File: config.mk
export PLATFORM = sky130hd
export DESIGN_NAME = nonce_result_scanner
export DESIGN_NICKNAME = d
export VERILOG_FILES = /design/src/rtl/nonce_result_scanner.sv
export SDC_FILE = /design/constraint.sdc
export NUM_CORES = 1
export LEC_CHECK = 0
export ABC_AREA = 0
export ABC_CLOCK_PERIOD_IN_PS = 2600
export CORE_ASPECT_RATIO = 0.5
export CORE_MARGIN = 2
export CORE_UTILIZATION = 55
export CTS_CLUSTER_SIZE = 30
export DETAILED_ROUTE_END_ITERATION = 16
export GPL_ROUTABILITY_DRIVEN = 1
export PLACE_DENSITY = 0.89
export SYNTH_ARGS = -nofsm -noshare
export SYNTH_HDL_FRONTEND = slang
export SYNTH_SLANG_ARGS = --single-unit
File: constraint.sdc
create_clock -name clk -period 2.6 [get_ports clk]
set_clock_uncertainty 0.1 [all_clocks]
set_input_delay 0.52 -clock clk [delete_from_list [all_inputs] [get_ports clk]]
set_output_delay 0.52 -clock clk [all_outputs]
set_load 0.1 [all_outputs]
File: src/rtl/nonce_result_scanner.sv
// Scans NUM_NONCES hash words from shared memory against a difficulty target and
// writes a 4-word result record (first hit, minimum hash, its index, hit count).
module nonce_result_scanner #(
  parameter int NUM_NONCES = 16
) (
  input  logic        clk,
  input  logic        reset_n,
  input  logic        start,
  input  logic [15:0] hash_addr,
  input  logic [15:0] result_addr,
  input  logic [31:0] target,
  output logic        done,
  output logic        mem_clk,
  output logic        mem_we,
  output logic [15:0] mem_addr,
  output logic [31:0] mem_write_data,
  input  logic [31:0] mem_read_data
);

  localparam int CW = $clog2(NUM_NONCES + 1);
  localparam logic [CW-1:0] N_LAST = CW'(NUM_NONCES);
  localparam logic [CW-1:0] N_PENULT = CW'(NUM_NONCES - 1);

  typedef enum logic [2:0] {IDLE, READ, DRAIN, WRITE, DONE} state_t;

  state_t        state;
  logic [15:0]   hash_base;
  logic [15:0]   result_base;
  logic [31:0]   target_q;
  logic [CW-1:0] issue_cnt;
  logic [CW-1:0] cap_idx;
  logic [CW-1:0] hit_cnt;
  logic          found;
  logic [15:0]   first_idx;
  logic [31:0]   min_hash;
  logic [15:0]   min_idx;
  logic          rd_valid1;
  logic          rd_valid2;
  logic [1:0]    wr_k;
  logic [31:0]   rec_word;

  assign mem_clk = clk;

  always_comb begin
    rec_word = 32'h0;
    case (wr_k)
      2'd0: rec_word = {found, 15'b0, (found ? first_idx : 16'hFFFF)};
      2'd1: rec_word = min_hash;
      2'd2: rec_word = {16'b0, min_idx};
      2'd3: rec_word = {16'b0, 16'(hit_cnt)};
      default: rec_word = 32'h0;
    endcase
  end

  // rd_valid1/rd_valid2 follow each issued address through the two-cycle read latency
  always_ff @(posedge clk or negedge reset_n) begin
    if (!reset_n) begin
      state          <= IDLE;
      done           <= 1'b0;
      mem_we         <= 1'b0;
      mem_addr       <= 16'h0;
      mem_write_data <= 32'h0;
      hash_base      <= 16'h0;
      result_base    <= 16'h0;
      target_q       <= 32'h0;
      issue_cnt      <= '0;
      cap_idx        <= '0;
      hit_cnt        <= '0;
      found          <= 1'b0;
      first_idx      <= 16'h0;
      min_hash       <= 32'h0;
      min_idx        <= 16'h0;
      rd_valid1      <= 1'b0;
      rd_valid2      <= 1'b0;
      wr_k           <= 2'd0;
    end else begin
      rd_valid2 <= rd_valid1;
      if (rd_valid2) begin
        if (mem_read_data < target_q) begin
          hit_cnt <= hit_cnt + 1'b1;
          if (!found) begin
            found     <= 1'b1;
            first_idx <= 16'(cap_idx);
          end
        end
        if (mem_read_data < min_hash) begin
          min_hash <= mem_read_data;
          min_idx  <= 16'(cap_idx);
        end
        cap_idx <= cap_idx + 1'b1;
      end

      case (state)
        IDLE: begin
          rd_valid1 <= 1'b0;
          if (start) begin
            hash_base   <= hash_addr;
            result_base <= result_addr;
            target_q    <= target;
            done        <= 1'b0;
            mem_we      <= 1'b0;
            mem_addr    <= hash_addr;
            issue_cnt   <= CW'(1);
            cap_idx     <= '0;
            hit_cnt     <= '0;
            found       <= 1'b0;
            min_hash    <= 32'hFFFF_FFFF;
            min_idx     <= 16'h0;
            wr_k        <= 2'd0;
            rd_valid1   <= 1'b1;
            state       <= READ;
          end
        end
        READ: begin
          if (issue_cnt < N_LAST) begin
            mem_addr  <= hash_base + 16'(issue_cnt);
            issue_cnt <= issue_cnt + 1'b1;
            rd_valid1 <= 1'b1;
          end else begin
            rd_valid1 <= 1'b0;
          end
          if (issue_cnt >= N_PENULT) state <= DRAIN;
        end
        DRAIN: begin
          rd_valid1 <= 1'b0;
          // The first record word goes out on the same edge the last capture is seen complete
          if (cap_idx == N_LAST) begin
            mem_we         <= 1'b1;
            mem_addr       <= result_base;
            mem_write_data <= rec_word;
            wr_k           <= 2'd1;
            state          <= WRITE;
          end
        end
        WRITE: begin
          mem_addr       <= result_base + 16'(wr_k);
          mem_write_data <= rec_word;
          wr_k           <= wr_k + 2'd1;
          if (wr_k == 2'd3) state <= DONE;
        end
        DONE: begin
          mem_we <= 1'b0;
          done   <= 1'b1;
          state  <= IDLE;
        end
        default: state <= IDLE;
      endcase
    end
  end

endmodule

# Word-level counts from Yosys, hierarchy flattened
# Index checks and enable logic that the tools add are counted.
# word_totals
ff_bits	190
out_inout_bits	51
word_cells	105
# classes
addsub	6
order_cmp	4
n_eq_ne	13
muxes	45
bitwise	1
reduce_logical	18
# op_table
op	n
32-bit two-way mux	5
16-bit two-way mux	8
32-bit case mux with 4 select lines	1
32-bit < comparator	2
16-bit case mux with 4 select lines	1
32-bit case mux with 2 select lines	1
5-bit two-way mux	9
16-bit by 2-bit adder with 16-bit output	1
16-bit by 5-bit adder with 16-bit output	1
5-bit by 1-bit adder with 5-bit output (second input constant)	3
3-bit two-way mux	4
3-bit case mux with 4 select lines	1
3-bit AND reduction	4
2-bit != test (second input constant)	5
5-bit case mux with 2 select lines	1
3-bit nonzero test	3
1-bit two-way mux	8
4-bit AND reduction	2
3-bit by 2-bit == test with 1-bit output (second input constant)	2
1-bit case mux with 3 select lines	2
2-bit case mux with 3 select lines	1
2-bit AND reduction	3
2-bit nonzero test	3
5-bit == test (second input constant)	1
13 further kinds	15

# Depth between registers and ports, before layout
# Gate-level depths: netlist of run 1.
# depth
depth_word	5
mapped_depth	11

==> impl_metrics.json, run 1 <==
{
  "setup_tns_ns": 0,
  "ys_async_sr_fraction": 1.00,
  "worst-path-buf-inv": 2,
  "syn-mean-instance-area_sq_um": 8.96,
  "nNetsFinal": 1487,
  "intPower_w": 0.00922,
  "ys_seq_area_frac": 0.463,
  "syn_area_sq_um": 10300,
  "design_area_sq_um": 12900,
  "p_per_area_nw_per_um2": 1440,
  "dieArea_sq_um": 19800,
  "die_h_microns": 101,
  "rrSetupSlack_ns": 0.11,
  "maxCapViolCount": 0,
  "clkPwrFrac": 0.175,
  "gp_congestion": 0.904,
  "drt_wl_total_microns": 28300,
  "synth.top_cells.by_area": "dfrtp_1 (46%), nand2_1 (10%), ha_1 (9.5%), o21ai_0 (5.8%), inv_1 (3.0%)",
  "max_stage_delay_ns": 0.50,
  "synthToLayoutAreaGrowth_pct": 26.0,
  "hpwl_microns": 19700,
  "synthFlopType": "dfrtp_1",
  "io_buffers": 149,
  "synth_nets": 1324,
  "crit_fanout": 32,
  "synth_edf_count": 0,
  "ir_drop_mv": 1.52,
  "insertion_delay_ns": 0.56,
  "pwr-share-seq": 0.285,
  "drt_iter0_drc": 997,
  "worstHoldPathType": "register to register",
  "status": "complete, no violations",
  "vias": 9360,
  "grt_max_degree": 65,
  "cp_top_family": "compound AO/OA/AOI/OAI gates",
  "synth_cell_types": 61,
  "fill_cells": 1298,
  "antenna_cells": 0,
  "start_util": 0.559,
  "remaining_drc_errors": 0,
  "fin_ws_ns": 0.0757,
  "leakage_nw": 6.07,
  "fmax_mhz": 396,
  "fp.coreArea_sq_um": 18300,
  "grt_usage": 0.298,
  "startpoint_type": "input port",
  "endpoint_kind": "register",
  "ys_warn_count": 0,
  "hold_viol": 0,
  "die_w_microns": 197,
  "num_io_pins": 150,
  "critPathArrivalTime_ns": 2.87,
  "combPwrFrac": 0.541,
  "cp_slowest_cell": "clkdlybuf4s50_1",
  "drtPass1Iterations": 6,
  "drv_slew": 0,
  "drive_gt1_frac": 0.131,
  "grt.overflow.total": 0,
  "cts.reportedPaths.clkPinSlew_ns": 0.07,
  "pre_cts_slack_ns": -0.625,
  "worstPathRequired_ns": 2.95,
  "ys_ff_latch": 190,
  "swShare": 0.503,
  "cp_cell_sequence": "clkdlybuf4s50_1, ha_1, and4_1, a221oi_1, o21ai_1, a21oi_4, buf_12, nand2_1, o211ai_1",
  "cts_tree": "done",
  "setup_viol": 0,
  "ant_nets": 0,
  "min_period_ns": 2.52,
  "viasPerCell": 6.00,
  "slew_headroom": 0.498,
  "tightest_slew_ns": 0.752,
  "synth_top_area_cell": "dfrtp_1",
  "wire_per_inst_microns": 18.1,
  "grt_pass1_wl_microns": 46300,
  "yosysTopAreaCellShare": 0.463,
  "grt_antenna_before_repair": 0,
  "netSwitchingPower_w": 0.00932,
  "crit_type": "input port to register",
  "dpl_cell_area_sq_um": 12100,
  "fp-row-count": 35,
  "synthCells": 1145,
  "grt_pass1_vias": 9421,
  "post-route-period-util": 0.971
}
[power by group through the flow]
stage                     sequential [W]  clock (W)  combinational, W
after floorplan                  0.00757   0.000145           0.00458
after global placement           0.00519   0.000151           0.00922
after detailed placement         0.00526   0.000151           0.00965
after CTS                        0.00523    0.00327           0.00982
after global routing             0.00540    0.00340            0.0108
final                            0.00528    0.00324            0.0100
[placed cells by master, fill, tap and decap left out, drive strengths merged, types with 4 or more instances in the layout]
cell	Yosys	routed
o22ai	5	5
dfrtp	190	190
a21oi	40	40
nor2	52	52
inv	83	89
nand2	273	273
xor2	11	11
nand2b	4	4
and3	5	5
mux2i	4	4
clkdlybuf4s50	0	97
ha	78	78
buf	19	105
and4	6	6
a31oi	4	4
xnor2	9	9
a21o	6	6
o31ai	15	15
a211oi	12	12
o21ai	122	122
a222oi	5	5
nand3	18	18
clkbuf	44	23
nor3	12	12
mux2	7	7
nor2b	6	6
and2	13	13
a221oi	17	17
nand4	16	16
o211ai	34	34
[area by class of cell]
cell class                 instances  area, sq um  share of cell area
inverter                          83          312              0.0241
sequential                       190         4750               0.368
clock buffer                      23          543              0.0420
tap                              240          300              0.0232
clock inverter                    13          176              0.0137
timing repair buffer             203         1870               0.145
multi-input combinational        809         4970               0.384
[worst reg2reg max path, stage by stage, from the launching register on]
cell and delay [ns]:
dfrtp_1 0.41, inv_1 0.08, ha_1 0.32, and4_1 0.23, a221oi_1 0.32, o21ai_1 0.19, a21oi_4 0.26, buf_12 0.22
nand2_1 0.11, o211ai_1 0.14
[cell families after synthesis]
| logic type | after synthesis | synth area share |
|---|---|---|
| mux | 11 | 0.0116 |
| fa+ha+maj | 80 | 0.0990 |
| compound gates | 284 | 0.176 |
| buf+inv | 146 | 0.0601 |
| xor+xnor | 20 | 0.0171 |
| flops | 190 | 0.463 |
| simple gates | 414 | 0.173 |
[per-layer routing]
layer	global-route usage	vias up	wire [microns]
li1	-	4277	-
met4	0.124	0	801
met2	0.496	477	13700
met5	0	-	0
met3	0.0816	101	2360
met1	0.374	4505	11400
[worst paths after layout]
kind                              startpoint           end  cells after the start
setup / recovery           mem_read_data[14]  min_hash[16]                      9
hold / removal                     rd_valid1     rd_valid2                      0
setup reg to reg                min_hash[14]  min_hash[16]                      9
hold reg to reg                    rd_valid1     rd_valid2                      0
max in group asynchronous            reset_n  hash_base[4]                      3
min in group asynchronous            reset_n  mem_addr[11]                      2
[what timing repair did]
action / in CTS / in global routing
setup buffers: 0 / 1
setup endpoints to repair: 28 / 60
pin swaps: 0 / 2
resized for setup: 9 / 14
hold buffers: 1 / 0
endpoints found under the hold margin: 48 / 0
[sequential cells by signal, summed over array words and instances (netlist names), 2 cells and up]
name	cells
mem_write_data	32
min_hash	32
target_q	32
hash_base	16
mem_addr	16
min_idx	16
result_base	16
cap_idx	5
first_idx	5
hit_cnt	5
issue_cnt	5
state	3
wr_k	2
[stage by stage]
stage | hold WS, ns | util | cells | total power (W)
final | 0.327 | 0.704 | 1561 | 0.0185
after global routing | 0.346 | 0.704 | 1561 | 0.0196
after CTS | 0.339 | 0.701 | 1560 | 0.0183
after detailed placement | 0.321 | 0.660 | 1524 | 0.0151
after global placement | 0.313 | 0.660 | 1524 | 0.0146
after floorplan | 0.124 | - | 1145 | 0.0123
[cells in the mapped netlist, types with 2 or more instances]
library cell,n
mux2_2,7
a21o_1,6
dfrtp_1,190
buf_4,8
a21oi_1,38
and2_1,12
o21a_1,3
o2111ai_1,2
a221o_1,2
a311oi_1,2
nand2b_1,4
nor2_1,51
clkbuf_1,44
a211oi_1,10
a22o_1,2
ha_1,78
nor2b_1,6
mux2i_1,4
o31ai_1,15
buf_2,7
o21ai_1,3
xnor2_1,9
a32oi_1,3
and3_1,5
nand4_1,16
a222oi_1,5
fa_1,2
o211ai_1,34
a211oi_2,2
a221oi_1,17
and4_1,6
or3_1,2
xor2_1,11
o21ai_0,118
nand2_1,273
a31oi_1,4
o22ai_1,5
a21oi_2,2
or2_2,3
nand3_1,18
buf_6,4
inv_1,82
nor3_1,12
Power figures use the tool's default switching activity.
==> inputs of run 2 (changes only) <==
--- a/config.mk
+++ b/config.mk
@@ -10,10 +10,12 @@
 export CORE_ASPECT_RATIO = 0.5
 export CORE_MARGIN = 2
 export CORE_UTILIZATION = 55
+export CTS_CLUSTER_DIAMETER = 200
 export CTS_CLUSTER_SIZE = 30
 export DETAILED_ROUTE_END_ITERATION = 16
 export GPL_ROUTABILITY_DRIVEN = 1
 export PLACE_DENSITY = 0.89
+export RECOVER_POWER = 100
 export SYNTH_ARGS = -nofsm -noshare
 export SYNTH_HDL_FRONTEND = slang
 export SYNTH_SLANG_ARGS = --single-unit
==> run 2 against run 1 <==
  * Largest cell class unchanged
  * Core utilization is 0.98 points lower
  * Critical path type unchanged
  * Cell count unchanged
  * Die area unchanged
==> impl_metrics.json, run 2 (synthesis gave the netlist of run 1 again) <==
{
  "nNetsFinal": 1487,
  "dieArea_sq_um": 19800,
  "num_io_pins": 150,
  "hold_ws_ns": 0.330,
  "drt_iter0_drc": 992,
  "fp.coreArea_sq_um": 18300,
  "tightest_slew_ns": 1.36,
  "pre_cts_slack_ns": -0.625,
  "grt.overflow.total": 0,
  "worstHoldPathType": "register to register",
  "grt_pass1_wl_microns": 46300,
  "crit_start": "mem_read_data[2]",
  "fin_ws_ns": 0.0706,
  "antenna_cells": 0,
  "cts.reportedPaths.clkPinSlew_ns": 0.07,
  "grt_usage": 0.298,
  "clkPwrFrac": 0.175,
  "grt_pass1_vias": 9421,
  "gp_congestion": 0.904,
  "slew_headroom": 0.0945,
  "grt_max_degree": 65,
  "netSwitchingPower_w": 0.00931,
  "endpoint_kind": "register",
  "ir_drop_mv": 1.45,
  "crit_type": "input port to register",
  "vias": 9405,
  "io_buffers": 149,
  "fin_util": 0.694,
  "combPwrFrac": 0.535,
  "synthToLayoutAreaGrowth_pct": 24.2,
  "pwr-share-seq": 0.290,
  "fmax_mhz": 395,
  "startpoint_type": "input port",
  "fill_cells": 1337,
  "worstPathRequired_ns": 2.95,
  "insertion_delay_ns": 0.56,
  "die_h_microns": 101,
  "hpwl_microns": 19700,
  "ant_nets": 0,
  "maxCapViolCount": 0,
  "setup_tns_ns": 0,
  "min_period_ns": 2.53,
  "drive_gt1_frac": 0.126,
  "post-route-period-util": 0.973,
  "crit_fanout": 32,
  "drtPass1Iterations": 8,
  "fp-row-count": 35,
  "hold_viol": 0,
  "remaining_drc_errors": 0,
  "intPower_w": 0.00889,
  "hp-start": "rd_valid1",
  "final_cell_mix": "nand2_1 (273), dfrtp_1 (190), o21ai_0 (116)",
  "swShare": 0.512,
  "drt_wl_total_microns": 28300,
  "cts_tree": "done",
  "timing.rr.start": "min_hash[14]",
  "drv_slew": 0,
  "leakage_nw": 6.00,
  "die_w_microns": 197,
  "viasPerCell": 6.02,
  "layout_commonest_cell": "nand2_1",
  "status": "complete, no violations",
  "largest_registers": "mem_write_data (32), min_hash (32), target_q (32)",
  "wire_per_inst_microns": 18.1,
  "critPathArrivalTime_ns": 2.88,
  "p_per_area_nw_per_um2": 1430,
  "power_w": 0.0182,
  "start_util": 0.559,
  "setup_viol": 0,
  "grt_antenna_before_repair": 0
}
-- run 2: cell count changes in the layout (fill, tap and decap cells not counted), sizes merged --
cell,change
buf,-59
clkbuf,+59
-- run 2: final timing paths --
| kind | endpoint | slack (ns) | cells after the start |
|---|---|---|---|
| max reg2reg | min_hash[16] | 0.09 | 9 |
| max | min_hash[16] | 0.07 | 10 |
| max in group asynchronous | mem_addr[7] | 0.49 | 3 |
| min | rd_valid2 | 0.33 | 0 |
| min reg2reg | rd_valid2 | 0.33 | 0 |
| min in group asynchronous | mem_addr[11] | 0.68 | 2 |
-- run 2: through the flow --
| stage | instances | area (sq um) |
|---|---|---|
| 3_5_place_dp | 1524 | 12100 |
| 3_3_place_gp | 1524 | 12100 |
| 5_1_grt | 1561 | 12700 |
| 6_report | 1561 | 12700 |
| 4_1_cts | 1560 | 12900 |
| 2_1_floorplan | 1145 | 10300 |
-- run 2: metal layers --
layer / up-vias / share of wire / GRT usage
met1: 4566 / 0.41 / 0.374
met4: 0 / 0.027 / 0.124
met5: - / 0 / 0
met3: 100 / 0.081 / 0.0816
li1: 4276 / - / -
met2: 463 / 0.48 / 0.496
-- run 2: worst max-delay path: stages --
cell and delay (ns):
clkdlybuf4s50_1 0.47, ha_1 0.35, a211oi_1 0.27, o21ai_1 0.12, a211oi_2 0.26, o21ai_1 0.16, a21oi_4 0.26, buf_12 0.22
nand2_1 0.10, o211ai_1 0.15
-- run 2: repair_timing --
action	CTS	global route
buffers inserted	0	1
endpoints found under the setup margin	28	60
hold buffers	1	0
endpoints found under the hold margin	48	0
pin swaps	0	2
gates resized for setup	9	14
-- run 2: power groups by stage --
stage | logic (W) | registers [W] | clock network [W]
floorplan | 0.00458 | 0.00757 | 0.000145
global placement | 0.00922 | 0.00519 | 0.000151
detailed placement | 0.00965 | 0.00526 | 0.000151
CTS | 0.00982 | 0.00523 | 0.00327
global route | 0.0105 | 0.00540 | 0.00334
finish | 0.00974 | 0.00527 | 0.00319
-- run 2: layout make-up --
class / count / area, sq um / area share
Clock buffer: 23 / 526 / 0.0412
Clock inverter: 13 / 176 / 0.0138
Inverter: 83 / 312 / 0.0245
Multi-Input combinational cell: 809 / 4960 / 0.389
Sequential cell: 190 / 4750 / 0.373
Tap cell: 240 / 300 / 0.0236
Timing Repair Buffer: 203 / 1710 / 0.134
